**src/rtl/usb_fs_tx.sv**
```systemverilog
// USB full-speed packet transmitter: SYNC, NRZI with bit stuffing, EOP, and pad enable.
// Bytes arrive on a valid/ready stream and go out LSB first.
module usb_fs_tx #(
    parameter int unsigned CLKS_PER_BIT = 4
) (
    input  logic       clk,
    input  logic       reset,
    input  logic       tx_valid,
    input  logic [7:0] tx_data,
    input  logic       tx_last,
    output logic       tx_ready,
    output logic       tx_busy,
    output logic       tx_done,
    output logic       tx_underrun,
    output logic       usb_dp_o,
    output logic       usb_dn_o,
    output logic       usb_oe
);

    localparam int unsigned TW = (CLKS_PER_BIT > 2) ? $clog2(CLKS_PER_BIT) : 1;
    localparam logic [TW-1:0] T_LAST = TW'(CLKS_PER_BIT - 1);

    typedef enum logic [2:0] {
        S_IDLE,
        S_SYNC,
        S_DATA,
        S_ABORT,
        S_EOP_SE0,
        S_EOP_J
    } state_e;

    state_e        state_q, state_d;
    logic [TW-1:0] timer_q, timer_d;
    logic [2:0]    cnt_q, cnt_d;
    logic [3:0]    idx_q, idx_d;
    logic [7:0]    shreg_q, shreg_d;
    logic          last_q, last_d;
    logic          stuff_q, stuff_d;
    logic [2:0]    ones_q, ones_d;
    logic          line_k_q, line_k_d;
    logic          ready_q, ready_d;
    logic          busy_q, busy_d;
    logic          done_q, done_d;
    logic          underrun_q, underrun_d;
    logic          dp_q, dp_d;
    logic          dn_q, dn_d;
    logic          oe_q, oe_d;

    logic          bit_end;
    logic          reload;
    logic [7:0]    byte_v;
    logic [3:0]    idx_v;
    logic          send_en;
    logic          send_b;
    logic          se0;

    // Next-state: one decision per bit time, taken on the last clk of the bit
    always_comb begin
        state_d    = state_q;
        timer_d    = timer_q;
        cnt_d      = cnt_q;
        idx_d      = idx_q;
        shreg_d    = shreg_q;
        last_d     = last_q;
        stuff_d    = stuff_q;
        ones_d     = ones_q;
        line_k_d   = line_k_q;
        done_d     = 1'b0;
        underrun_d = 1'b0;
        bit_end    = (timer_q == T_LAST);
        reload     = 1'b0;
        byte_v     = shreg_q;
        idx_v      = idx_q;
        send_en    = 1'b0;
        send_b     = 1'b0;

        if (state_q != S_IDLE) begin
            timer_d = bit_end ? '0 : timer_q + TW'(1);
        end

        case (state_q)
            S_IDLE: begin
                if (tx_valid && ready_q) begin
                    state_d  = S_SYNC;
                    timer_d  = '0;
                    cnt_d    = '0;
                    shreg_d  = tx_data;
                    last_d   = tx_last;
                    idx_d    = '0;
                    stuff_d  = 1'b0;
                    ones_d   = '0;
                    line_k_d = 1'b1;
                end
            end
            S_SYNC: begin
                if (bit_end) begin
                    send_en = 1'b1;
                    if (cnt_q == 3'd7) begin
                        state_d = S_DATA;
                        send_b  = shreg_q[0];
                        idx_d   = 4'd1;
                    end else begin
                        cnt_d  = cnt_q + 3'd1;
                        send_b = (cnt_q == 3'd6);
                    end
                end
            end
            S_DATA: begin
                if (bit_end) begin
                    // Reload happens once, at the end of data bit 7, before any stuff bit
                    reload = (idx_q == 4'd8) && !stuff_q && !last_q;
                    if (reload) begin
                        byte_v = tx_data;
                        idx_v  = '0;
                    end
                    if (reload && !tx_valid) begin
                        state_d    = S_ABORT;
                        cnt_d      = '0;
                        stuff_d    = 1'b0;
                        underrun_d = 1'b1;
                    end else begin
                        if (reload) begin
                            shreg_d = tx_data;
                            last_d  = tx_last;
                            idx_d   = '0;
                        end
                        if (ones_q == 3'd6) begin
                            line_k_d = ~line_k_q;
                            ones_d   = '0;
                            stuff_d  = 1'b1;
                        end else if (idx_v == 4'd8) begin
                            state_d = S_EOP_SE0;
                            cnt_d   = '0;
                            stuff_d = 1'b0;
                        end else begin
                            send_en = 1'b1;
                            send_b  = byte_v[idx_v[2:0]];
                            idx_d   = idx_v + 4'd1;
                            stuff_d = 1'b0;
                        end
                    end
                end
            end
            S_ABORT: begin
                if (bit_end) begin
                    if (cnt_q == 3'd7) begin
                        state_d = S_EOP_SE0;
                        cnt_d   = '0;
                    end else begin
                        cnt_d = cnt_q + 3'd1;
                    end
                end
            end
            S_EOP_SE0: begin
                if (bit_end) begin
                    if (cnt_q == 3'd1) begin
                        state_d  = S_EOP_J;
                        line_k_d = 1'b0;
                    end else begin
                        cnt_d = cnt_q + 3'd1;
                    end
                end
            end
            S_EOP_J: begin
                if (bit_end) begin
                    state_d = S_IDLE;
                    timer_d = '0;
                    done_d  = 1'b1;
                end
            end
            default: state_d = S_IDLE;
        endcase

        // NRZI: a 0 toggles the line, a 1 holds it and extends the run of ones
        if (send_en) begin
            line_k_d = send_b ? line_k_q : ~line_k_q;
            ones_d   = send_b ? ones_q + 3'd1 : '0;
        end

        se0     = (state_d == S_EOP_SE0);
        oe_d    = (state_d != S_IDLE);
        busy_d  = (state_d != S_IDLE);
        dp_d    = !se0 && !line_k_d;
        dn_d    = !se0 && line_k_d;
        ready_d = (state_d == S_IDLE) ||
                  ((state_d == S_DATA) && (timer_d == T_LAST) && (idx_d == 4'd8) &&
                   !stuff_d && !last_d);
    end

    always_ff @(posedge clk) begin
        if (reset) begin
            state_q    <= S_IDLE;
            timer_q    <= '0;
            cnt_q      <= '0;
            idx_q      <= '0;
            shreg_q    <= '0;
            last_q     <= 1'b0;
            stuff_q    <= 1'b0;
            ones_q     <= '0;
            line_k_q   <= 1'b0;
            ready_q    <= 1'b0;
            busy_q     <= 1'b0;
            done_q     <= 1'b0;
            underrun_q <= 1'b0;
            dp_q       <= 1'b1;
            dn_q       <= 1'b0;
            oe_q       <= 1'b0;
        end else begin
            state_q    <= state_d;
            timer_q    <= timer_d;
            cnt_q      <= cnt_d;
            idx_q      <= idx_d;
            shreg_q    <= shreg_d;
            last_q     <= last_d;
            stuff_q    <= stuff_d;
            ones_q     <= ones_d;
            line_k_q   <= line_k_d;
            ready_q    <= ready_d;
            busy_q     <= busy_d;
            done_q     <= done_d;
            underrun_q <= underrun_d;
            dp_q       <= dp_d;
            dn_q       <= dn_d;
            oe_q       <= oe_d;
        end
    end

    assign tx_ready    = ready_q;
    assign tx_busy     = busy_q;
    assign tx_done     = done_q;
    assign tx_underrun = underrun_q;
    assign usb_dp_o    = dp_q;
    assign usb_dn_o    = dn_q;
    assign usb_oe      = oe_q;

endmodule

```
**config.mk**
```make
export PLATFORM = sky130hd
export DESIGN_NAME = usb_fs_tx
export DESIGN_NICKNAME = d
export VERILOG_FILES = /design/src/rtl/usb_fs_tx.sv
export SDC_FILE = /design/constraint.sdc
export NUM_CORES = 1
export LEC_CHECK = 0
export ABC_AREA = 1
export CAP_MARGIN = 5
export CELL_PAD_IN_SITES_DETAIL_PLACEMENT = 1
export CELL_PAD_IN_SITES_GLOBAL_PLACEMENT = 2
export CORE_ASPECT_RATIO = 0.8
export CORE_MARGIN = 1
export CORE_UTILIZATION = 29
export CTS_CLUSTER_SIZE = 30
export DETAILED_ROUTE_END_ITERATION = 7
export PLACE_DENSITY_LB_ADDON = 0.1
export SYNTH_ARGS = -nofsm -noshare
export SYNTH_HDL_FRONTEND = slang
export SYNTH_SLANG_ARGS = --single-unit
```
**constraint.sdc**
```tcl
create_clock -name clk -period 1.9 [get_ports clk]
set_input_delay 0.475 -clock clk [delete_from_list [all_inputs] [get_ports clk]]
set_output_delay 0.475 -clock clk [all_outputs]
set_load 0.01 [all_outputs]
```
* Yosys cells after proc, flatten, opt, wreduce, memory -nomap -nowiden
Cells that the tools add are included. W data, S select, Z words.
Operators by class: $add $sub $neg 4, order comparisons 1, equal/unequal tests 30, mux-type cells 89, bitwise logic cells 4, reduce and logical (&&, ||, !) cells 30
Operator list (number):
- $mux W3 | 28
- $mux W8 | 6
- $mux W4 | 10
- $mux W1 | 29
- $eq A3 B3 Y1 const B | 6
- $ne A3 B3 Y1 const B | 6
- $pmux W3 S6 | 1
- $ne A2 B2 Y1 const B | 8
- $pmux W8 S2 | 1
- $pmux W3 S5 | 1
- $eq A4 B4 Y1 const B | 3
- $pmux W4 S3 | 1
- $logic_and A1 B1 Y1 | 10
- $reduce_and A10 Y1 | 1
- $eq A3 B2 Y1 const B | 3
- $reduce_bool A3 Y1 | 3
- $mux W2 | 4
- $pmux W1 S2 | 4
- $logic_not A1 Y1 | 7
- $add A3 B1 Y3 const B | 2
- $eq A3 B1 Y1 const B | 2
- $logic_not A3 Y1 | 2
- $pmux W3 S2 | 1
- $reduce_and A5 Y1 | 1
- other kinds (14) | 18
Storage, ports and cells: bits in registers 32, input port bits 12, output and inout bits 7, logic and storage cells 173

* Longest topological paths before layout
Gate-level depths: netlist of the first run.
depth in word-level cells 18, mapped depth 16

* Worst setup path after synthesis of the first run
OpenSTA, ideal clock, no wires.
path kind reg-to-reg, start register cnt_q[0], end register dp_q, in the netlist usb_dp_o, arrival 1.681 ns, data required time 1.782 ns, setup slack 0.101 ns, cell stages (with the launch flop) 12, buffers on the path 0, cells stage by stage dfxtp_1 -> ha_1 -> ha_1 -> nand2_1 -> inv_1 -> nor2_1 -> nor4_2 -> nand2_1 -> nor3_2 -> nand2_1 -> nor2_1 -> a21oi_1
On the way: longest elaborated chain between the ends 8, elaborated cells between the ends (all ways) 22, those cells by class eq/ne (4); mux (15); reduce/logical (3)
RTL lines:
- from (decl) | line 34 | logic [2:0] cnt_q, cnt_d;
- from (signal assigned) | line 211 | cnt_q <= cnt_d;
- $eq A3 B3 Y1, on equally long branches | line 104, 98, 146
- $mux W1 | line 98 | if (cnt_q == 3'd7) begin
- $mux W1 | line 96 | if (bit_end) begin
- $pmux W1 S2 | line 81 | case (state_q)
- $mux W1 | line 176 | line_k_d = send_b ? line_k_q : ~line_k_q;
- $mux W1 | line 175 | if (send_en) begin
- $logic_not A1 Y1 | line 183 | dp_d = !se0 && !line_k_d;
- $logic_and A1 B1 Y1 (*) | line 183
- to (signal assigned) | line 222 | dp_q <= dp_d;
- to (decl) | line 45 | logic dp_q, dp_d;
Every way passes the cells marked *; elsewhere a longest branch is shown, timed or not. A chain may end at the register's enable or synchronous reset.

* Worst setup path after layout of the first run
start register cnt_q[0], end register ready_q, in the netlist tx_ready
On the way: longest elaborated chain between the ends 10, elaborated cells between the ends (all ways) 20, those cells by class eq/ne (4); mux (10); reduce/logical (6)
RTL lines:
- $eq A3 B1 Y1 / $eq A3 B3 Y1 (equally long branches) | line 156, 98, 146
- $mux W3, on equally long branches | line 156, 146, 98
- $mux W3, on equally long branches | line 155, 145, 96
- $pmux W3 S6 | line 81
- $eq A3 B2 Y1 | line 186 | ((state_d == S_DATA) && (timer_d == T_LAST) && (idx_d == 4'd8) &&
- $logic_and A1 B1 Y1 (3 in series) | line 186
- $logic_and A1 B1 Y1 | line 187 | !stuff_d && !last_d);
- $logic_or A1 B1 Y1 (*) | line 185 | ready_d = (state_d == S_IDLE) ||
- to (signal assigned) | line 218 | ready_q <= ready_d;
- to (decl) | line 41 | logic ready_q, ready_d;
Marks and branches as above.

==> results of run 1 <==
path summary, 6_finish.rpt:
path                      startpoint  depth (start not counted)  slack, ps                 endpoint
max            cnt_q[0]$_SDFFE_PP0P_                         13        -30      tx_ready$_SDFF_PP0_
min reg2reg  shreg_q[6]$_SDFFE_PP0P_                          2        450  shreg_q[6]$_SDFFE_PP0P_
max reg2reg    cnt_q[0]$_SDFFE_PP0P_                         13        -30      tx_ready$_SDFF_PP0_
min          shreg_q[6]$_SDFFE_PP0P_                          2        450  shreg_q[6]$_SDFFE_PP0P_
cells by family after synthesis:
kind of cell             share of synthesized area
flip-flops                                  0.2859
buffers and inverters                       0.1172
AND/OR/NAND/NOR                             0.3853
XOR/XNOR                                  0.003909
adder cells (fa/ha/maj)                    0.03908
multiplexers                              0.004467
AO/OA/AOI/OAI                               0.1642
stage by stage:
stage               hold WS (ps)  power [W]  instance area (µm²)  std cells
floorplan                  423.8   0.001460                 2241        326
global placement           436.9   0.001918                 2965        504
detailed placement         451.4   0.001935                 2965        504
CTS                        462.0   0.002683                 3192        517
global route               487.9   0.002924                 3358        525
finish                     455.0   0.002720                 3358        525
report_power, final:
group / switching, W / leakage [nW] / internal [W]
registers: 0.0000778 / 0.266 / 0.000787
logic: 0.000642 / 1.23 / 0.000546
clock network: 0.000277 / 0.0552 / 0.000389
total: 0.000996 / 1.55 / 0.00172
state kept, by name, summed over array words and instances, names as in the netlist, 2 cells and up:
signal / cells
cnt_q: 3
shreg_q: 8
timer_q: 2
idx_q: 4
ones_q: 3
state_q: 3
layout make-up:
class,instances,area share
Clock buffer,6,0.02161
Clock inverter,2,0.01043
Inverter,52,0.06222
Multi-Input combinational cell,234,0.4419
Sequential cell,32,0.1960
Tap cell,105,0.03912
Timing Repair Buffer,94,0.2288
metal layers:
layer  wire (µm)  part of all wire  track usage
met1        4382              0.56       0.3140
met5           0                 0            0
met3         133             0.017      0.03481
met4          50            0.0064      0.03913
met2        3303              0.42       0.3171
worst max-delay path, delay by kind of cell (launching register included):
kind	cells	cell delay, ps
AO/OA/AOI/OAI	2	180
adder cells (fa/ha/maj)	2	280
buffers and inverters	1	120
flip-flops	1	360
AND/OR/NAND/NOR	8	910
placed cells by master (no fill, tap or decap), types with 4 or more instances in the layout:
| cell | Yosys | final |
|---|---|---|
| buf_4 | 2 | 71 |
| inv_1 | 40 | 34 |
| inv_2 | 9 | 14 |
| nand2_4 | 6 | 9 |
| ha_4 | 0 | 4 |
| nand4_1 | 7 | 7 |
| dfxtp_2 | 0 | 8 |
| dfxtp_1 | 32 | 22 |
| nand2_2 | 5 | 7 |
| nand2_1 | 67 | 62 |
| o21ai_0 | 17 | 13 |
| nor2_2 | 1 | 4 |
| o211ai_1 | 4 | 4 |
| nor2_4 | 8 | 9 |
| buf_6 | 3 | 5 |
| nand3_1 | 25 | 23 |
| clkbuf_8 | 0 | 5 |
| nand3_2 | 2 | 4 |
| nor2_1 | 33 | 29 |
| a21oi_1 | 22 | 20 |
| clkdlybuf4s50_1 | 0 | 17 |
timing repair:
| action | 4_1_cts | 5_1_grt |
|---|---|---|
| gates resized for setup | 23 | 38 |
| endpoints found under the setup margin | 10 | 19 |
| pin swaps | 9 | 17 |
| setup buffers | 5 | 8 |
| hold buffers | 0 | 0 |
==> impl_metrics.ini, run 1 <==
[power]
peakVddDrop_mv = 0.3155
power_density_nw_per_um2 = 809.9
leakage_nw = 1.549

[drt]
via_per_inst = 4.579
totalWireLength_um = 7870
dr.pass1.iters = 4
route.vias.total = 2404
drc_errors = 0
drt-wirelength-per-cell_um = 14.99
drt_first_iter_violations = 53
ant_nets = 0

[final_layout]
seq_area_um2 = 658.1
fillerInstances = 940
antenna_cells = 0
areaGrowthSynthToFinish_pct = 49.86
multi_input_area_um2 = 1484
layout-drive-gt1-share = 0.3905
finalNetCount = 438
fin_util = 0.4522

[timing]
hold_viol = 0
slew_headroom = 0.7578
tightest_slew_ps = 359.5
finalSetupViolCount = 1
slew_viol_final = 0
fin_crit_ps = 1925
post-route-period-util = 1.013
fmax_mhz = 519.4
skew_ps = 9.501
grt_setup_unrepaired = true
setup_tns_ps = -25.12
setup_ws_ps = -25.12

[clock_network]
cts_sinks = 32
cts_made_buffers = 5
cts_buffer_depth = 2
root_buffer = clkbuf_8
clock_latency_ps = 290
path_clk_slew_ps = 80
cts_tree = built
cts_max_level = 2

[synthesis]
synthTopCellsByCount = nand2_1, inv_1, nor2_1, dfxtp_1, nand3_1
yosysSeqAreaShare = 0.2859
synth_ff_type = dfxtp_1
async_flop_share = 0
synth_cells = 326
synth.cell_area_um2 = 2241
yosys.area.top_type_share = 0.2859
yosysMostFrequentCell = nand2_1
ys_ff_latch = 32
synth_cell_type_count = 39
yosys.area.top_type = dfxtp_1
synth_nets = 345
synth_edf_count = 0
synth_area_leaders = dfxtp_1, nand2_1, inv_1, nand3_1, nor2_1
yosys_warnings = 0
avgSynthCellArea_um2 = 6.874

[place]
place.detailed.hpwl_um = 6162
gp_congestion = 0.8287
pre_cts_slack_ps = -356.3
io_buffers = 18

[grt]
globalRouteOverflowTotal = 0
grt_pass1_vias = 2467
grt_pass1_wl_um = 12820
grt_usage = 0.2112
antenna_found_initial = 0
grt_start_max_net_pins = 16

[setup_path]
timing.critical_path.required_ps = 2120
critPathKind = reg -> reg
slowest_delay_ps = 360
end_kind = flip-flop
worst_path_max_delay_cell = dfxtp_2
crit_fanout = 3
cp_cell_sequence = ha_4 -> ha_4 -> nand2_4 -> buf_6 -> nand2_4 -> o21ai_2 -> nor4_2 -> nand2_1 -> nor2_1 -> nand2_1 -> nor2_1 -> nand3_1 -> a21oi_1
cp.arrival_ps = 2140
startpoint_type = flip-flop

[status]
status = finished, violations left
violations = negative setup slack

[min_path]
hold_path.class = reg -> reg

[floorplanning]
fp.dieH_um = 80.63
io_pins = 19
rows = 28
dieArea_um2 = 8085
coreArea_um2 = 7427
start_util = 0.3017
die_x_um = 100.3

[job]
drv_cap = 0
Power figures use the tool's default switching activity.
==> run 2: changes to the inputs <==
--- a/config.mk
+++ b/config.mk
@@ -6,15 +6,16 @@
 export NUM_CORES = 1
 export LEC_CHECK = 0
 export ABC_AREA = 1
-export CAP_MARGIN = 5
 export CELL_PAD_IN_SITES_DETAIL_PLACEMENT = 1
 export CELL_PAD_IN_SITES_GLOBAL_PLACEMENT = 2
 export CORE_ASPECT_RATIO = 0.8
 export CORE_MARGIN = 1
-export CORE_UTILIZATION = 29
+export CORE_UTILIZATION = 30
+export CTS_BUF_LIST = sky130_fd_sc_hd__clkbuf_4 sky130_fd_sc_hd__clkbuf_8
 export CTS_CLUSTER_SIZE = 30
 export DETAILED_ROUTE_END_ITERATION = 7
 export PLACE_DENSITY_LB_ADDON = 0.1
+export SKIP_CTS_REPAIR_TIMING = 1
 export SYNTH_ARGS = -nofsm -noshare
 export SYNTH_HDL_FRONTEND = slang
 export SYNTH_SLANG_ARGS = --single-unit
==> impl_metrics.ini, run 2 (same netlist as run 1, synthesis figures left out) <==
[power]
combPwrFrac = 0.437
power_density_nw_per_um2 = 817.0
power.switching_w = 0.001028
p_seq_frac = 0.309
p_int_w = 0.001735
sw_frac_of_total = 0.3720
clkPwrFrac = 0.253
peakVddDrop_mv = 0.3586
leakage_nw = 1.582

[grt]
grt_pass1_vias = 2466
grtUsageMet1 = 0.3105
use_met2 = 0.3225
busiest_layer = met2
use_met3 = 0.03609
grt_start_max_net_pins = 16
grt_pass1_wl_um = 12680
antenna_found_initial = 0
globalRouteOverflowTotal = 0
grt_usage = 0.2139

[final_layout]
fin_util = 0.4788
finalNetCount = 438
final_area_um2 = 3381
antenna_cells = 0
areaGrowthSynthToFinish_pct = 50.87
final_cell_mix = buf_4, nand2_1, inv_1, nor2_1, dfxtp_1
final_common_cell = buf_4
reg_top3 = shreg_q: 8 flops, idx_q: 4 flops
layout-drive-gt1-share = 0.4000
fillerInstances = 888
largest_register = shreg_q
largest_reg_flops = 8

[clock_network]
root_buffer = clkbuf_8
cts_max_level = 2
cts_sinks = 32
cts_made_buffers = 5
cts_tree = built
clock_latency_ps = 300
path_clk_slew_ps = 80
cts_buffer_depth = 2

[timing]
skew_ps = 7.400
finalSetupViolCount = 6
slew_viol_final = 0
slew_headroom = 0.7802
grt_setup_unrepaired = true
setup_ws_ps = -106.6
fmax_mhz = 498.4
post-route-period-util = 1.056
hold_viol = 0
hold_ws_ps = 455.2
tightest_slew_ps = 326.3
fin_crit_ps = 2007

[drt]
drt-wirelength-per-cell_um = 16.44
via_per_inst = 4.927
ant_nets = 0
route.vias.total = 2498
drc_errors = 0
dr.pass1.iters = 4
totalWireLength_um = 8334
drt_first_iter_violations = 104

[min_path]
hold_start = shreg_q[6]$_SDFFE_PP0P_
hold_path.class = reg -> reg
whs_endpoint = shreg_q[6]$_SDFFE_PP0P_
whs_path_depth = 2

[place]
io_buffers = 18
place.detailed.hpwl_um = 6259
pre_cts_slack_ps = -378.8
place_area_um2 = 2975
gp_congestion = 0.8673

[setup_path]
reg2reg_to = tx_ready$_SDFF_PP0_
end_kind = flip-flop
crit_fanout = 3
critPathKind = reg -> reg
startpoint_type = flip-flop
reg2reg_from = cnt_q[1]$_SDFFE_PP0P_
worstRegToRegCells = 13
timing.critical_path.required_ps = 2130
cp.arrival_ps = 2230
r2r_setup_slack_ps = -110

[floorplanning]
rows = 27
start_util = 0.3174
dieArea_um2 = 7821
fp.dieH_um = 79.30
coreArea_um2 = 7061
die_x_um = 98.63
io_pins = 19

[status]
status = finished, violations left
violations = negative setup slack

[job]
drv_cap = 0
## run 2: changes by cell type in the layout (fill, tap and decap cells not counted), sizes merged
cell and delta:
clkinv -1, dlygate4sd2 -1, dlymetal6s2s +1, inv +1
## run 2: power groups by stage
stage          Combinational, W  Sequential (W)  Clock [W]
5_1_grt                 0.00133        0.000867   0.000758
3_3_place_gp            0.00107        0.000851          0
6_report                0.00121        0.000855   0.000700
4_1_cts                 0.00110        0.000842   0.000716
3_5_place_dp            0.00109        0.000857          0
2_1_floorplan          0.000603        0.000857          0
## run 2: worst max path at each step
stage                     cells after the start                  start             endpoint
final                                        13  cnt_q[1]$_SDFFE_PP0P_  tx_ready$_SDFF_PP0_
after detailed placement                      9               tx_valid  usb_dp_o$_SDFF_PP1_
after global routing                         13  cnt_q[1]$_SDFFE_PP0P_  tx_ready$_SDFF_PP0_
after floorplan                              11  cnt_q[0]$_SDFFE_PP0P_  usb_dp_o$_SDFF_PP1_
after global placement                        9               tx_valid  usb_dp_o$_SDFF_PP1_
after CTS                                    12  cnt_q[0]$_SDFFE_PP0P_  usb_dp_o$_SDFF_PP1_
## run 2: worst max-delay path: stages, from the launching register on
cell and delay, ps:
dfxtp_2 360, ha_4 140, ha_4 150, nand2_4 60, buf_6 120, nand2_4 50, o21ai_2 60, nor4_2 270
nand2_1 170, nor2_1 130, nand2_1 90, nor2_1 90, nand3_1 70, a21oi_1 160
## run 2: cell type report
class                           count  area [µm²]  share of cell area
Inverter                           52       214.0             0.06329
Clock inverter                      2       35.03             0.01036
Multi-Input combinational cell    234        1489              0.4404
Clock buffer                        6       76.32             0.02258
Timing Repair Buffer               94       802.0              0.2372
Sequential cell                    32       655.6              0.1939
Tap cell                           87       108.9             0.03220
## run 2: layer usage
| layer | up-vias | wire length [µm] |
|---|---|---|
| li1 | 1255 | - |
| met3 | 8 | 370 |
| met4 | 0 | 81 |
| met2 | 52 | 3627 |
| met5 | - | 0 |
| met1 | 1183 | 4253 |
## run 2: metrics by stage
| step | total power (W) | cells | setup TNS (ps) |
|---|---|---|---|
| finish | 0.002762 | 507 | -257.2 |
| detailed placement | 0.001946 | 487 | -5472 |
| global placement | 0.001921 | 487 | -4455 |
| floorplan | 0.001460 | 326 | 0 |
| CTS | 0.002656 | 495 | -1078 |
| global route | 0.002952 | 507 | -1527 |
